### config.mk
export PLATFORM = sky130hd
export DESIGN_NAME = iic_slave_eeprom
export DESIGN_NICKNAME = d
export VERILOG_FILES = /design/src/rtl/iic_pkg.sv /design/src/rtl/iic_bus_sync.sv /design/src/rtl/iic_slave_eeprom.sv
export SDC_FILE = /design/constraint.sdc
export NUM_CORES = 2
export LEC_CHECK = 0
export ABC_AREA = 0
export CORE_MARGIN = 2
export CORE_UTILIZATION = 30
export CTS_CLUSTER_DIAMETER = 80
export CTS_CLUSTER_SIZE = 12
export DETAILED_ROUTE_END_ITERATION = 8
export RECOVER_POWER = 100
export SYNTH_ARGS = -nofsm -noshare
export SYNTH_HDL_FRONTEND = slang
export SYNTH_MEMORY_MAX_BITS = 65536
export SYNTH_SLANG_ARGS = --single-unit
### constraint.sdc
create_clock -name clk -period 6.3 [get_ports clk]
set_input_delay 1.26 -clock clk [delete_from_list [all_inputs] [get_ports clk]]
set_output_delay 1.26 -clock clk [all_outputs]
set_load 0.01 [all_outputs]
### src/rtl/iic_pkg.sv
// Shared definitions for the I2C slave EEPROM: FSM encoding and bus levels.
package iic_pkg;

  typedef enum logic [3:0] {
    StIdle,
    StDev,
    StDevAck,
    StWaddr,
    StWaddrAck,
    StWdata,
    StWdataAck,
    StRdata,
    StRdataAck
  } iic_state_e;

  // Default device-type code matched against device-address bits [7:4].
  localparam logic [3:0] DEV_ID_DEFAULT = 4'b1010;

  // Open-drain enable levels: ACK pulls SDA low, NACK releases it.
  localparam logic SDA_ACK  = 1'b1;
  localparam logic SDA_NACK = 1'b0;

endpackage

### src/rtl/iic_bus_sync.sv
// Two-flop synchronizers for SCL/SDA plus SCL edge and START/STOP detection.
module iic_bus_sync (
  input  logic i_clk,
  input  logic i_rst,
  input  logic i_scl,
  input  logic i_sda,
  output logic o_sda,
  output logic o_scl_rise,
  output logic o_scl_fall,
  output logic o_start,
  output logic o_stop
);

  // [0],[1] form the synchronizer, [2] holds the previous synchronized value.
  logic [2:0] r_scl;
  logic [2:0] r_sda;

  // Shift the bus lines in; reset to the idle-high bus level to avoid false edges.
  always_ff @(posedge i_clk or posedge i_rst) begin
    if (i_rst) begin
      r_scl <= 3'b111;
      r_sda <= 3'b111;
    end else begin
      r_scl <= {r_scl[1:0], i_scl};
      r_sda <= {r_sda[1:0], i_sda};
    end
  end

  assign o_sda      = r_sda[1];
  assign o_scl_rise = r_scl[1] & ~r_scl[2];
  assign o_scl_fall = ~r_scl[1] & r_scl[2];
  assign o_start    = r_scl[1] & r_scl[2] & r_sda[2] & ~r_sda[1];
  assign o_stop     = r_scl[1] & r_scl[2] & ~r_sda[2] & r_sda[1];

endmodule

### src/rtl/iic_slave_eeprom.sv
// I2C slave EEPROM: 512x8 memory, page-write buffer, timed internal write cycle.
module iic_slave_eeprom
  import iic_pkg::*;
#(
  parameter logic [3:0]  DEV_ID     = DEV_ID_DEFAULT,
  parameter logic [17:0] TWR_CYCLES = 18'd250000,
  parameter int unsigned PAGE_SIZE  = 16
) (
  input  logic clk,
  input  logic rst,
  input  logic iic_clk,
  input  logic iic_sda_i,
  output logic iic_sda_oe,
  output logic busy,
  output logic wr_done
);

  localparam int unsigned IdxW = $clog2(PAGE_SIZE);

  logic w_sda, w_scl_rise, w_scl_fall, w_start, w_stop;

  iic_bus_sync u_sync (
    .i_clk      (clk),
    .i_rst      (rst),
    .i_scl      (iic_clk),
    .i_sda      (iic_sda_i),
    .o_sda      (w_sda),
    .o_scl_rise (w_scl_rise),
    .o_scl_fall (w_scl_fall),
    .o_start    (w_start),
    .o_stop     (w_stop)
  );

  iic_state_e r_state, w_state_nxt;
  logic        r_oe, w_oe_nxt;
  logic [3:0]  r_bit_cnt, w_cnt_nxt;
  logic [7:0]  r_shift, w_shift_nxt;
  logic [8:0]  r_addr, w_addr_nxt;
  logic        r_rw, w_rw_nxt;
  logic        r_mack, w_mack_nxt;
  logic        r_have_data;
  logic        w_buf_wr, w_buf_clr, w_commit, w_load;
  logic        w_rx_state;

  logic [7:0]           r_buf [PAGE_SIZE];
  logic [PAGE_SIZE-1:0] r_valid;
  logic                 r_busy, r_wr_done;
  logic [17:0]          r_twr_cnt;
  logic [8-IdxW:0]      r_page;
  logic [IdxW-1:0]      w_idx, w_cmt_idx;
  logic                 w_mem_we;
  logic [7:0]           r_mem [512];
  logic [7:0]           r_rdata;

  assign w_rx_state = (r_state == StDev) || (r_state == StWaddr) || (r_state == StWdata);
  assign w_idx      = r_addr[IdxW-1:0];
  assign w_cmt_idx  = r_twr_cnt[IdxW-1:0];
  assign w_mem_we   = r_busy && (r_twr_cnt < 18'(PAGE_SIZE)) && r_valid[w_cmt_idx];

  // FSM next state and datapath updates; STOP/START override everything.
  always_comb begin
    w_state_nxt = r_state;
    w_oe_nxt    = r_oe;
    w_cnt_nxt   = r_bit_cnt;
    w_shift_nxt = r_shift;
    w_addr_nxt  = r_addr;
    w_rw_nxt    = r_rw;
    w_mack_nxt  = r_mack;
    w_buf_wr    = 1'b0;
    w_buf_clr   = 1'b0;
    w_commit    = 1'b0;
    w_load      = 1'b0;
    if (w_stop) begin
      w_state_nxt = StIdle;
      w_oe_nxt    = SDA_NACK;
      w_commit    = r_have_data & ~r_busy;
    end else if (w_start) begin
      w_state_nxt = StDev;
      w_oe_nxt    = SDA_NACK;
      w_cnt_nxt   = 4'd0;
    end else begin
      if (w_rx_state && w_scl_rise && r_bit_cnt != 4'd8) begin
        w_shift_nxt = {r_shift[6:0], w_sda};
        w_cnt_nxt   = r_bit_cnt + 4'd1;
      end
      unique case (r_state)
        StIdle: ;
        StDev: begin
          if (w_scl_fall && r_bit_cnt == 4'd8) begin
            if (r_shift[7:4] == DEV_ID && !r_busy) begin
              w_state_nxt   = StDevAck;
              w_oe_nxt      = SDA_ACK;
              w_rw_nxt      = r_shift[0];
              w_addr_nxt[8] = r_shift[1];
            end else begin
              w_state_nxt = StIdle;
              w_oe_nxt    = SDA_NACK;
            end
          end
        end
        StWaddr: begin
          if (w_scl_fall && r_bit_cnt == 4'd8) begin
            w_addr_nxt[7:0] = r_shift;
            w_state_nxt     = StWaddrAck;
            w_oe_nxt        = SDA_ACK;
          end
        end
        StWdata: begin
          if (w_scl_fall && r_bit_cnt == 4'd8) begin
            w_buf_wr                = 1'b1;
            w_addr_nxt[IdxW-1:0]    = r_addr[IdxW-1:0] + 1'b1;
            w_state_nxt             = StWdataAck;
            w_oe_nxt                = SDA_ACK;
          end
        end
        StDevAck, StWaddrAck, StWdataAck: begin
          if (w_scl_fall) begin
            w_oe_nxt  = SDA_NACK;
            w_cnt_nxt = 4'd0;
            if (r_state == StDevAck) begin
              if (r_rw) begin
                w_load = 1'b1;
              end else begin
                w_state_nxt = StWaddr;
                w_buf_clr   = 1'b1;
              end
            end else begin
              w_state_nxt = StWdata;
            end
          end
        end
        StRdata: begin
          if (w_scl_rise && r_bit_cnt != 4'd8) begin
            w_cnt_nxt = r_bit_cnt + 4'd1;
          end else if (w_scl_fall) begin
            if (r_bit_cnt == 4'd8) begin
              w_state_nxt = StRdataAck;
              w_oe_nxt    = SDA_NACK;
            end else begin
              w_shift_nxt = {r_shift[6:0], 1'b0};
              w_oe_nxt    = ~r_shift[6];
            end
          end
        end
        StRdataAck: begin
          if (w_scl_rise) begin
            w_mack_nxt = w_sda;
          end else if (w_scl_fall) begin
            if (!r_mack) w_load = 1'b1;
            else         w_state_nxt = StIdle;
          end
        end
        default: w_state_nxt = StIdle;
      endcase
      // Present the prefetched byte: MSB goes out on this SCL fall.
      if (w_load) begin
        w_state_nxt = StRdata;
        w_shift_nxt = r_rdata;
        w_oe_nxt    = ~r_rdata[7];
        w_addr_nxt  = r_addr + 9'd1;
        w_cnt_nxt   = 4'd0;
      end
    end
  end

  // FSM and datapath registers.
  always_ff @(posedge clk or posedge rst) begin
    if (rst) begin
      r_state     <= StIdle;
      r_oe        <= SDA_NACK;
      r_bit_cnt   <= 4'd0;
      r_shift     <= 8'd0;
      r_addr      <= 9'd0;
      r_rw        <= 1'b0;
      r_mack      <= 1'b1;
      r_have_data <= 1'b0;
    end else begin
      r_state   <= w_state_nxt;
      r_oe      <= w_oe_nxt;
      r_bit_cnt <= w_cnt_nxt;
      r_shift   <= w_shift_nxt;
      r_addr    <= w_addr_nxt;
      r_rw      <= w_rw_nxt;
      r_mack    <= w_mack_nxt;
      if (w_commit || w_buf_clr) r_have_data <= 1'b0;
      else if (w_buf_wr)         r_have_data <= 1'b1;
    end
  end

  // Page-buffer valid flags: set on data byte, cleared once committed.
  always_ff @(posedge clk or posedge rst) begin
    if (rst) begin
      r_valid <= '0;
    end else if (w_buf_clr) begin
      r_valid <= '0;
    end else begin
      if (w_buf_wr) r_valid[w_idx] <= 1'b1;
      if (w_mem_we) r_valid[w_cmt_idx] <= 1'b0;
    end
  end

  // Page-buffer storage.
  always_ff @(posedge clk) begin
    if (w_buf_wr) r_buf[w_idx] <= r_shift;
  end

  // Write-cycle timer: busy for exactly TWR_CYCLES, then a one-clk done pulse.
  always_ff @(posedge clk or posedge rst) begin
    if (rst) begin
      r_busy    <= 1'b0;
      r_wr_done <= 1'b0;
      r_twr_cnt <= 18'd0;
      r_page    <= '0;
    end else begin
      r_wr_done <= 1'b0;
      if (w_commit) begin
        r_busy    <= 1'b1;
        r_twr_cnt <= 18'd0;
        r_page    <= r_addr[8:IdxW];
      end else if (r_busy) begin
        if (r_twr_cnt == TWR_CYCLES - 18'd1) begin
          r_busy    <= 1'b0;
          r_wr_done <= 1'b1;
        end else begin
          r_twr_cnt <= r_twr_cnt + 18'd1;
        end
      end
    end
  end

  // 512x8 RAM: buffered bytes drain during the first clocks of the write
  // cycle; the read port continuously prefetches the byte at the pointer.
  always_ff @(posedge clk) begin
    if (w_mem_we) r_mem[{r_page, w_cmt_idx}] <= r_buf[w_cmt_idx];
    r_rdata <= r_mem[r_addr];
  end

  assign iic_sda_oe = r_oe;
  assign busy       = r_busy;
  assign wr_done    = r_wr_done;

endmodule

# Word-level counts from Yosys, hierarchy flattened
# Memory sizes are Yosys's and may differ from the RTL's. A register that Yosys moved wholly into a read port is not among the register bits.
# Cells that the tools add are included.
dict set report word_totals {
  word_cells 202
  output_inout_bits 3
  ff_bits 76
  n_memories 2
  ramBits 4224
  in_bits 4
}
# memory depth word_bits read_ports rd_ports_with_merged_regs write_ports line
set mem_list {}
lappend mem_list {r_mem 512 8 1 1 1 iic_slave_eeprom.sv:52} ;# logic [7:0] r_mem [512];
lappend mem_list {r_buf 16 8 1 0 1 iic_slave_eeprom.sv:45} ;# logic [7:0] r_buf [PAGE_SIZE];
dict set report op_classes {
  n_bitwise 20
  magnitude_cmp 5
  muxes 93
  n_addsub 4
  n_eq_ne 28
  n_reduce_logical 33
}
# op n
set op_table {}
lappend op_table {{4-bit two-way mux} 22}
lappend op_table {{16-bit two-way mux} 4}
lappend op_table {{8-bit two-way mux} 7}
lappend op_table {{18-bit two-way mux} 3}
lappend op_table {{1-bit two-way mux} 47}
lappend op_table {{5-bit by 3-bit != test with 1-bit output, second input constant} 7}
lappend op_table {{4-bit one-hot mux with 7 select lines} 1}
lappend op_table {{5-bit by 1-bit != test with 1-bit output, second input constant} 4}
lappend op_table {{18-bit by 1-bit adder with 18-bit output, second input constant} 1}
lappend op_table {{18-bit equality test, second input constant} 1}
lappend op_table {{18-bit by 5-bit less-than comparator with 1-bit output, second input constant} 1}
lappend op_table {{16-bit AND} 1}
lappend op_table {{4-bit by 3-bit equality test with 1-bit output, second input constant} 4}
lappend op_table {{16-bit NOT} 1}
lappend op_table {{16-bit bitwise OR} 1}
lappend op_table {{4-bit one-hot mux with 2 select lines} 2}
lappend op_table {{5-bit AND reduction} 3}
lappend op_table {{4-bit equality test, second input constant} 3}
lappend op_table {{12-bit AND reduction} 1}
lappend op_table {{2-bit nonzero test} 6}
lappend op_table {{4-bit by 5-bit less-than comparator with 1-bit output, second input constant} 2}
lappend op_table {{9-bit by 1-bit adder with 9-bit output, second input constant} 1}
lappend op_table {{1-bit logical AND} 9}
lappend op_table {{9-bit two-way mux} 1}
lappend op_table {{26 further kinds} 50}

# Longest topological paths before layout
dict set report logic_depth {
  word_depth 12
  ltp_mapped 14
}

# Modules after synthesis
# From an unflattened synthesis, not the netlist that was laid out.
dict set report hier_totals {
  hier_cells 8064
  hier_area_um2 167823.5
}
# mod cells_each area_per_inst_um2 n_inst
set by_module_without_submodules {}
lappend by_module_without_submodules {iic_slave_eeprom 8053 167629.5 1}
lappend by_module_without_submodules {iic_bus_sync 11 193.9 1}

# Worst setup path before layout
# OpenSTA, ideal clock, no wires.
dict set report synth_timing {
  kind {reg-to-reg}
  start {reg r_twr_cnt[0]}
  end {mem r_mem[0][0] (data pin)}
  setup_ns 0.903
  setup_slack_ns 0.319
  arrival_ns 5.078
  path_stages_with_launch 5
  path_cell_list {dfrtp_1 buf_2 buf_1 mux4_2 mux4_2}
}
dict set report synth_between {
  elab_chain_len 1
}
# item line
set synth_rtl {}
lappend synth_rtl {{start: declaration} iic_slave_eeprom.sv:48} ;# logic [17:0] r_twr_cnt;
lappend synth_rtl {{start signal: assignment} iic_slave_eeprom.sv:225} ;# r_twr_cnt <= r_twr_cnt + 18'd1;
lappend synth_rtl {{memory read 16 x 8 bit} --}
lappend synth_rtl {{end: declaration} iic_slave_eeprom.sv:52}
# Every way passes these cells.

# Worst setup path in the final report
dict set report layout_timing {
  start {reg r_twr_cnt[1]}
  end {mem r_mem[39][1], enable pin}
}
dict set report layout_between {
  elab_chain_len 5
  word_cells_on_any_way 7
  classes_between {order compare (1); mux (4); reduce/logical (2)}
}
# item line
set layout_rtl {}
lappend layout_rtl {{18-bit by 5-bit less-than comparator with 1-bit output / 1-bit binary-select mux with 4-bit select (equally long branches)} iic_slave_eeprom.sv:58} ;# assign w_mem_we = r_busy && (r_twr_cnt < 18'(PAGE_SIZE)) && r_valid[w_cmt_idx];
lappend layout_rtl {{1-bit logical AND / 1-bit two-way mux (equally long branches)} iic_slave_eeprom.sv:58}
lappend layout_rtl {{1-bit logical AND} iic_slave_eeprom.sv:58}
lappend layout_rtl {{1-bit two-way mux} iic_slave_eeprom.sv:234} ;# if (w_mem_we) r_mem[{r_page, w_cmt_idx}] <= r_buf[w_cmt_idx];
lappend layout_rtl {{1-bit two-way mux (implied by the code)} iic_slave_eeprom.sv:234}
# Parallel ways exist; a longest one is shown, timed or not. The select of a mux whose other input is x is not followed.

==> metrics.md <==
| Metric | Value |
|---|---|
| Vias/cell | `~5.4` |
| Antenna violation net count after detailed routing | `0` |
| Nets | `slightly above 8000` |
| Worst stage delay on the critical path | `around 1900 ps` |
| Async SR Flop Fraction | `approximately 1.8%` |
| Synthesized instance count | `a little under 8000` |
| Worst path bufs/invs | `3` |
| All-layer global routing usage | `roughly 16%` |
| Detailed Route WL | `approximately 470000 µm` |
| Tightest Hold Check Type | `flip-flop to flip-flop` |
| Critical path's top delay family | `simple AND/OR/NAND/NOR gates` |
| Cell Pwr Density | `approximately 280 nW/µm²` |
| Setup crit start kind | `flip-flop` |
| Row cnt | `roughly 270` |
| Setup Buffers After CTS | `0` |
| Top Ports | `7` |
| Post-layout min period | `roughly 6000 ps` |
| Placed cell count | `approximately 15000` |
| Remaining DRCs | `0` |
| Syn-to-layout area delta | `11.9%` |
| Core Util, Final | `between 30% and 40%` |
| Slowest-stage cell, CP | `or2_0` |
| Number of antenna violations at the first check in global routing | `30` |
| R2R Path Start | `r_twr_cnt[1]$_DFFE_PP0P_` |
| Die area | `between 500000 and 600000 µm²` |
| Via count | `84100` |
| Hold EP | `u_sync.r_sda[1]$_DFF_PP1_` |
| Vias in the first global route | `83800` |
| Hold_buf cts | `0` |
| Area leader, netlist | `edfxtp_1` |
| Gr ovfl total | `0` |
| Placed Instance Area | `between 150000 and 200000 µm²` |
| Failing checks | `capacitance limit, slew limit` |
| Min-delay src | `u_sync.r_sda[0]$_DFF_PP1_` |
| Hold_ws | `about 370 ps` |
| Tcrit/Tclk final | `roughly 94%` |
| Top cells by area, synth | `edfxtp_1 (76%), mux4_2 (14%), mux2i_1 (1.5%)` |
| Hold-critical path depth | `0` |
| GP Congestion | `~0.86` |
| Register area share after synthesis | `between 70% and 80%` |
| Final Hold Fails | `0` |
| Clock slew at reported path FFs | `60 ps` |
| Number of synthesized flops with an enable pin | `4224` |
| Synth unique cells | `85` |
| Status | `complete, but fails checks` |
| Layout Skew | `about 66 ps` |
| Syn_nets | `around 8000` |
| Rel. slew slack | `-142%` |
| Layout cells sized above 1 | `21.5%` |
| Top post-synthesis cells by count | `edfxtp_1 (4224), mux4_2 (1029), nor2_1 (653), nand2_1 (258), mux2i_1 (256)` |
| Non-Filler Instances | `between 15000 and 20000` |
| Insertion delay to the later sink of the worst-skew pair | `roughly 1000 ps` |
| Avg Cell Area, Syn | `21.1 µm²` |
| RR Endpoint | `r_mem[39][1]$_DFFE_PP_` |
| Port bufs | `6` |
| Initial detailed-routing violation count | `12300` |
| Worst-path maximum fanout | `34` |
| CP endpoint kind | `flip-flop` |
| Max Root-Sink Buffers | `4` |
| Clock sink count | `~4300` |
| Root Buffer Master | `clkbuf_16` |
| Die Ht | `approximately 750 µm` |
| WL/cell | `a little under 30 µm` |
| Crit path DAT | `6540 ps` |
| CP Data Required Time | `just under 7000 ps` |
| Maxcap violations | `41` |
| Mapped Area | `approximately 170000 µm²` |
| Setup TNS | `0 ps` |
| Leakage | `55.7 nW` |
| Design area | `between 150000 and 200000 µm²` |
| GR Layer Usage met3 | `~3.4%` |
| Synth warn | `0` |
| Maximum clock rate | `roughly 170 MHz` |
| First-pass GRT wire length | `roughly 650000 µm` |
| Inserted Clock Buffers | `400` |
| Largest net degree at the start of global routing | `just under 200` |
| Post-CTS sizing | `0` |
| Grt peak-use layer | `met2` |
| Hpwl dp | `280000 µm` |
| CP Cell Sequence | `buf_4, mux4_2, o2111ai_1, nor2_1, buf_4, nand2_1, or2_0, buf_4, nor2_1` |
| GR Util met2 | `between 20% and 30%` |
| Post-synth top area share | `between 70% and 80%` |
| Most numerous cell in the Yosys netlist | `edfxtp_1` |
| Crit-path most repeated cell | `buf_4` |
| Clock H-tree levels | `5` |
| Unrepaired setup endpoints after global routing | `no` |
| Setup violators final | `0` |
| Worst vdd ir | `around 0.00023 V` |
| DRT Pass-1 Iters | `6` |
| Final slew viol count | `~3200` |
| Slew @ Worst Pin | `between 3000 and 4000 ps` |
| Critical path type | `flip-flop to flip-flop` |
| Flop-to-flop setup slack | `just under 400 ps` |
| CTS tree | `yes` |
| Die Wd | `about 750 µm` |
| Reg2reg path depth | `9` |
| Total core area | `roughly 560000 µm²` |
| Top FF cell, synth | `edfxtp_1` |
| Register bit total from synthesis | `about 4300` |
| Initial core utilization | `a little under a third` |
| Met1 usage | `between 20% and 30%` |
worst max-delay path by stage:
stage                     cells after the start                startpoint                      end  slack (ps)
after CTS                                     8     r_addr[2]$_DFFE_PP0P_       r_rdata[0]$_DFF_P_         750
final                                         9  r_twr_cnt[1]$_DFFE_PP0P_   r_mem[39][1]$_DFFE_PP_         400
after detailed placement                      8     r_addr[2]$_DFFE_PP0P_       r_rdata[0]$_DFF_P_         780
after floorplan                               4  r_twr_cnt[0]$_DFFE_PP0P_    r_mem[0][0]$_DFFE_PP_         320
after global placement                        8     r_addr[2]$_DFFE_PP0P_       r_rdata[0]$_DFF_P_         690
after global routing                          4  r_twr_cnt[0]$_DFFE_PP0P_  r_mem[505][3]$_DFFE_PP_         390
sequential cells by signal (all words and copies together) (netlist names), 4 cells and up:
register,cells
r_rdata,8
r_addr,9
r_shift,8
r_state,4
r_mem,4096
r_twr_cnt,18
r_page,5
r_valid,16
r_buf,128
r_bit_cnt,4
per-layer routing:
metal | up-vias | wire length [µm]
li1 | 33200 | -
met1 | 45300 | 182000
met2 | 4812 | 221000
met3 | 759 | 46600
met4 | 6 | 15100
met5 | - | 200
cells in the final DEF, fill, tap and decap left out, types with 10 or more instances in the layout:
master and instances:
nor3_1 34, nand2_1 258, clkbuf_16 405, clkbuf_1 86, mux2i_1 255, edfxtp_1 4224, o211ai_1 14, a221oi_1 39
buf_12 38, clkbuf_2 14, inv_1 14, nand3_1 46, dfrtp_1 62, a211oi_1 57, a22oi_1 85, a31oi_1 26
o211a_1 16, ha_1 10, a211o_1 12, a21oi_1 86, nor2_1 649, o31ai_1 10, a22o_1 35, o221ai_1 60
a2111oi_0 17, clkbuf_4 11, o22ai_1 69, mux4_2 1028, buf_4 142, and3_1 23, or3_1 17, diode_2 23
o21ai_0 52, mux2_2 20
report_power, final:
part / leakage, nW / switching, mW / internal, mW
clock network: 5.29 / 10.2 / 11.6
logic: 9.72 / 0.0347 / 0.0230
registers: 40.7 / 0.0401 / 31.0
cells by family after synthesis:
logic type      share of synthesized area [%]
flops                                    76.9
mux                                      15.5
simple gates                             2.80
compound gates                           2.92
buf+inv                                  1.66
xor+xnor                               0.0784
fa+ha+maj                              0.0747
area by class of cell:
| class | count | area, µm² |
|---|---|---|
| Clock inverter | 30 | 482 |
| Sequential cell | 4308 | 129000 |
| Fill cell | 51300 | 369000 |
| Inverter | 19 | 82.6 |
| Tap cell | 7452 | 9320 |
| Timing Repair Buffer | 231 | 2140 |
| Clock buffer | 476 | 10400 |
| Multi-Input combinational cell | 3119 | 36000 |
| Antenna cell | 23 | 57.6 |
per-stage QoR:
stage / power [mW] / worst slack, ps
floorplan: 31.7 / 319
global placement: 31.7 / 690
detailed placement: 31.7 / 780
CTS: 53.1 / 752
global route: 54.1 / 394
finish: 52.9 / 396
Power figures use the tool's default switching activity.
